### src/rtl/hazard_ctrl_pkg.sv
// Shared pipeline definitions for the hazard/stall controller: state encoding,
// register constants and default MDU latencies.
package hazard_ctrl_pkg;

  typedef enum logic {
    RUN      = 1'b0,
    MDU_WAIT = 1'b1
  } state_e;

  localparam logic [4:0]  REG_ZERO     = 5'd0;
  localparam int unsigned MULT_LAT_DEF = 4;
  localparam int unsigned DIV_LAT_DEF  = 32;
  localparam int unsigned MDU_CNT_W    = 8;

endpackage

### src/rtl/sat_counter.sv
// Saturating up-counter with enable; holds at all-ones instead of wrapping.
module sat_counter #(
  parameter int unsigned CNT_W = 32
) (
  input  logic             clk,
  input  logic             rst,
  input  logic             en,
  output logic [CNT_W-1:0] cnt
);

  always_ff @(posedge clk or negedge rst) begin
    if (!rst) begin
      cnt <= '0;
    end else if (en && (cnt != {CNT_W{1'b1}})) begin
      cnt <= cnt + CNT_W'(1);
    end
  end

endmodule

### src/rtl/hazard_ctrl.sv
// Hazard and stall controller for the 5-stage pipeline: load-use and MDU stalls,
// branch flushes, MDU latency tracking and saturating stall/flush counters.
module hazard_ctrl
  import hazard_ctrl_pkg::*;
#(
  parameter int unsigned MULT_LAT = MULT_LAT_DEF,
  parameter int unsigned DIV_LAT  = DIV_LAT_DEF,
  parameter int unsigned CNT_W    = 32
) (
  input  logic             clk,
  input  logic             rst,
  input  logic [4:0]       id_rs,
  input  logic [4:0]       id_rt,
  input  logic             id_use_rs,
  input  logic             id_use_rt,
  input  logic             id_reads_hilo,
  input  logic             id_is_mdu,
  input  logic             ex_mem_read,
  input  logic [4:0]       ex_rd,
  input  logic             ex_branch_taken,
  input  logic             ex_mdu_start,
  input  logic             ex_mdu_is_div,
  output logic             pc_hold,
  output logic             ifid_hold,
  output logic             ifid_flush,
  output logic             idex_bubble,
  output logic             mdu_busy,
  output logic             mdu_done,
  output logic [CNT_W-1:0] stall_cnt,
  output logic [CNT_W-1:0] flush_cnt
);

  localparam logic [MDU_CNT_W-1:0] MULT_LOAD = MDU_CNT_W'(MULT_LAT - 1);
  localparam logic [MDU_CNT_W-1:0] DIV_LOAD  = MDU_CNT_W'(DIV_LAT - 1);

  state_e                 r_state;
  state_e                 w_state_nxt;
  logic [MDU_CNT_W-1:0]   r_mdu_cnt;
  logic [MDU_CNT_W-1:0]   w_mdu_cnt_nxt;
  logic [MDU_CNT_W-1:0]   w_mdu_load;
  logic                   w_mdu_done;
  logic                   w_mdu_busy;
  logic                   w_load_use;
  logic                   w_mdu_stall;
  logic                   w_stall;

  assign w_mdu_load = ex_mdu_is_div ? DIV_LOAD : MULT_LOAD;

  always_ff @(posedge clk or negedge rst) begin
    if (!rst) begin
      r_state   <= RUN;
      r_mdu_cnt <= '0;
    end else begin
      r_state   <= w_state_nxt;
      r_mdu_cnt <= w_mdu_cnt_nxt;
    end
  end

  // A new issue always wins over completion, so back-to-back ops never pulse done.
  always_comb begin
    w_state_nxt   = r_state;
    w_mdu_cnt_nxt = r_mdu_cnt;
    w_mdu_done    = 1'b0;
    case (r_state)
      RUN: begin
        if (ex_mdu_start) begin
          w_state_nxt   = MDU_WAIT;
          w_mdu_cnt_nxt = w_mdu_load;
        end
      end
      MDU_WAIT: begin
        if (ex_mdu_start) begin
          w_mdu_cnt_nxt = w_mdu_load;
        end else if (r_mdu_cnt == '0) begin
          w_state_nxt = RUN;
          w_mdu_done  = 1'b1;
        end else begin
          w_mdu_cnt_nxt = r_mdu_cnt - MDU_CNT_W'(1);
        end
      end
      default: w_state_nxt = RUN;
    endcase
  end

  assign w_mdu_busy  = (r_state == MDU_WAIT) && !w_mdu_done;
  assign w_load_use  = ex_mem_read && (ex_rd != REG_ZERO) &&
                       ((id_use_rs && (id_rs == ex_rd)) || (id_use_rt && (id_rt == ex_rd)));
  assign w_mdu_stall = w_mdu_busy && (id_reads_hilo || id_is_mdu);
  assign w_stall     = w_load_use || w_mdu_stall;

  // Branch squashes the ID instruction, so it overrides any stall.
  assign pc_hold     = rst && !ex_branch_taken && w_stall;
  assign ifid_hold   = rst && !ex_branch_taken && w_stall;
  assign ifid_flush  = rst && ex_branch_taken;
  assign idex_bubble = rst && (ex_branch_taken || w_stall);
  assign mdu_busy    = rst && w_mdu_busy;
  assign mdu_done    = rst && w_mdu_done;

  sat_counter #(.CNT_W(CNT_W)) u_stall_cnt (
    .clk (clk),
    .rst (rst),
    .en  (pc_hold),
    .cnt (stall_cnt)
  );

  sat_counter #(.CNT_W(CNT_W)) u_flush_cnt (
    .clk (clk),
    .rst (rst),
    .en  (ifid_flush),
    .cnt (flush_cnt)
  );

endmodule

### config.mk
export PLATFORM = sky130hd
export DESIGN_NAME = hazard_ctrl
export DESIGN_NICKNAME = d
export VERILOG_FILES = /design/src/rtl/hazard_ctrl_pkg.sv /design/src/rtl/sat_counter.sv /design/src/rtl/hazard_ctrl.sv
export SDC_FILE = /design/constraint.sdc
export NUM_CORES = 1
export LEC_CHECK = 0
export CORE_UTILIZATION = 53
export DETAILED_ROUTE_END_ITERATION = 10
export PLACE_DENSITY_LB_ADDON = 0.12
export SYNTH_ARGS = -nofsm -noshare
export SYNTH_HDL_FRONTEND = slang
export SYNTH_SLANG_ARGS = --single-unit
### constraint.sdc
create_clock -name clk -period 3.8 [get_ports clk]
set_input_delay 0.57 -clock clk [delete_from_list [all_inputs] [get_ports clk]]
set_output_delay 0.57 -clock clk [all_outputs]
set_load 0.01 [all_outputs]
==> summary.txt <==
Flow run
  – Max-cap viol count: 0

Floorplan
  – # IOs: 95
  – Initial Utilization: 0.563
  – # rows: 29
  – Die area: between 7000 and 8000 um^2
  – Die width: ~85 um
  – Die Ht: 85.3 um
  – Core ar.: roughly 6500 um^2

GRT
  – Largest net degree at the start of global routing: 74
  – First-pass GRT wire length: ~14000 um
  – Remaining Overflow, GRT: 0
  – Antenna violations before repair: 0
  – GR Util All Layers: 0.237
  – Vias in the first global route: approximately 2800

Clocking
  – TritonCTS clock tree: done
  – Post-cts resize count: 0
  – H-Tree Depth: 3
  – Inserted Clock Buffers: 9
  – Skew-Pair Late Insertion Delay: 0.34 ns
  – Clk sink count: 73
  – Worst-path clk slew: 0.07 ns
  – CTS Root Buffer Type: clkbuf_8
  – Post-CTS Setup Repair Bufs: 0
  – # hold bufs at CTS: 0
  – CTS Buffer Depth: 2

Synthesis
  – Net Count, Synth: between 300 and 400
  – Yosys reg bits: 73
  – Post-synthesis compound-gate area fraction: 0.0548
  – Synth Area in Simple Gates: 0.228
  – Asr flop ratio synth: 1.00
  – Largest area contributor in the netlist: dfrtp_1
  – Multiplexer area fraction after synthesis: 0.00919
  – Yosys warns: 0
  – Top-area cell type share of the netlist area: 0.497
  – Main combinational cell family by area after synthesis: simple AND/OR/NAND/NOR gates
  – Number of synthesized flops with an enable pin: 0
  – Primary FF master, synth: dfrtp_1
  – Most area-consuming cells after synthesis: dfrtp_1 50%, xnor2_1 13%, xor2_1 5.0%
  – Sequential area share after synthesis: 0.497
  – Synth Area in XOR/XNOR: 0.176
  – Syn avg cell area: between 10 and 15 um^2
  – Adder-Cell Fraction of Synth Area: 0.0136
  – Post-Syn Instances: 338
  – Mapped cell area: ~3700 um^2
  – Cell variety after synth: 47

Layout
  – N_diodes: 0
  – Post-route design area: approximately 4900 um^2
  – Nets: 468
  – Commonest non-fill, non-tap cell in the layout: clkdlybuf4s50_1
  – Layout area overhead: 32.5%
  – Share of cells above drive strength 1: 0.0767
  – Most frequent cells in the layout: 93 x clkdlybuf4s50_1, 73 x dfrtp_1, 53 x xnor2_1, 25 x nand2_1, 25 x nand4_1

Placed design
  – Routability cong.: 0.825
  – DP Worst Slack: between 0.4 and 0.5 ns
  – Placed Area: ~4700 um^2
  – HPWL after detailed placement: between 5000 and 6000 um
  – Input/output buffers: between 90 and 100

Setup path
  – Slowest cell on the critical path: clkdlybuf4s50_1
  – CP Max Fanout: 10
  – Crit-path leading delay family: buffers and inverters
  – CP Data Arrival Time: ~2.7 ns
  – Setup CP Type: input port to output port
  – CP required: 3.23 ns
  – Critical path, cell by cell: clkdlybuf4s50_1 > nor4_2 > a31oi_4 > o21ai_2 > o32ai_4 > clkdlybuf4s50_1
  – CP bufs+invs: 2
  – CP most frequent cell: clkdlybuf4s50_1
  – Startpoint types: input port
  – Critical Path Max Stage Delay: 0.67 ns
  – Kind of end point of the critical path: output port

Timing
  – PnR worst setup slack: slightly below 0.5 ns
  – Slew HR: 0.405
  – Final hold violation count: 0
  – Sum Neg Setup Slack: 0 ns
  – F_max: between 0.3 and 0.4 GHz
  – Worst Tran Pin Value: slightly below 0.9 ns
  – Slew Limit Fails: 0
  – Final worst path period need: 3.31 ns
  – Period Utilization, post-route: 0.872
  – # setup viols final: 0
  – Worst clock skew: 0.00749 ns
  – RSZ-0062 raised after global routing: false
  – Hold WS: roughly 0.45 ns

Pwr
  – Maximum VDD drop: around 0.31 mV
  – Pwr/cell area: approximately 380 nW/um^2
  – Total Power: around 1900 uW
  – Pleak: 0.00201 uW

Routing
  – Avg WL per Cell: around 15 um
  – DRT iter0 DRCs: approximately 140
  – Vias per cell: 5.59
  – Via count: approximately 2900
  – Drt pass-1 iters: 4
  – Total detailed-routing wirelength: about 8000 um
  – Post-route ant nets: 0
  – Residual DRC: 0

Min path
  – Hold/Removal Path Class: input port to async pin

Status
  – Status: completed
synth_stat cells, types with 2 or more instances:
library cell and instances:
and2_1 8, and4_1 9, nor3_1 8, or3_1 2
nand3_2 4, nor2b_1 2, mux2_1 3, a311oi_1 2
nand2_1 25, nor2_1 20, nor2_2 2, xor2_1 21
a31o_2 2, nand3_1 21, a21oi_1 6, buf_4 3
nand4_1 25, nor4_1 2, nor3_2 2, buf_6 2
dfrtp_1 73, inv_1 7, ha_1 4, and3_1 10
xnor2_1 53
report_power, final:
group	total, uW	switching [uW]	leakage (uW)	internal, uW
sequential	929	89.3	0.000979	839
combinational	338	143	0.000937	195
clock	603	284	0.0000916	319
state kept, by name, indices dropped and copies added, names as in the netlist:
signal and cells:
u_stall_cnt.cnt 32, r_mdu_cnt 8, r_state 1, u_flush_cnt.cnt 32
per-stage QoR:
| stage | util | instances |
|---|---|---|
| 5_1_grt | 0.746 | 520 |
| 2_1_floorplan | - | 338 |
| 3_5_place_dp | 0.716 | 505 |
| 4_1_cts | 0.746 | 520 |
| 3_3_place_gp | 0.716 | 505 |
| 6_report | 0.746 | 520 |
per-layer routing:
metal / global-route usage / vias to the layer above / wire [um]
met4: 0.100 / 0 / 150
met1: 0.324 / 1415 / 3630
met5: 0 / - / 0
li1: - / 1405 / -
met2: 0.373 / 75 / 3720
met3: 0.0467 / 14 / 372
cell type report:
| type | count | area [um^2] |
|---|---|---|
| clock inverters | 4 | 53.8 |
| flip-flops and latches | 73 | 1830 |
| well taps | 77 | 96.3 |
| fillers | 452 | 1660 |
| inverters | 7 | 26.3 |
| multi-input cells | 252 | 1770 |
| repair buffers | 96 | 953 |
| clock buffers | 11 | 141 |
kinds of logic after synthesis:
logic type	count (synthesis)
AOI/OAI and AO/OA	23
xor gates and xnor gates	74
adders and majority gates	4
buffers and inverters	13
DFF	73
muxes	3
and+or+nand+nor	148
worst register-to-register path, cell delays in order (launching register included):
cell     delay (ns)
dfrtp_1        0.39
inv_1          0.09
ha_1           0.25
a31oi_4        0.26
o21ai_2        0.12
o32ai_4        0.32
o31a_2         0.43
buf_4          0.28
nand4_1        0.14
xnor2_1        0.16
path summary, 6_finish.rpt:
| path | to | start | slack, ns | cells past startpoint |
|---|---|---|---|---|
| max in group asynchronous | u_stall_cnt.cnt[11] | rst | 2.77 | 2 |
| max | pc_hold | ex_mdu_start | 0.49 | 6 |
| min | r_mdu_cnt[0] | rst | 0.45 | 2 |
| min in group clk | u_flush_cnt.cnt[30] | u_flush_cnt.cnt[30] | 0.49 | 1 |
| min reg2reg | u_flush_cnt.cnt[30] | u_flush_cnt.cnt[30] | 0.49 | 1 |
| max reg2reg | u_stall_cnt.cnt[14] | r_mdu_cnt[0] | 1.24 | 9 |
Note: power is estimated with default switching activity, not from simulation.
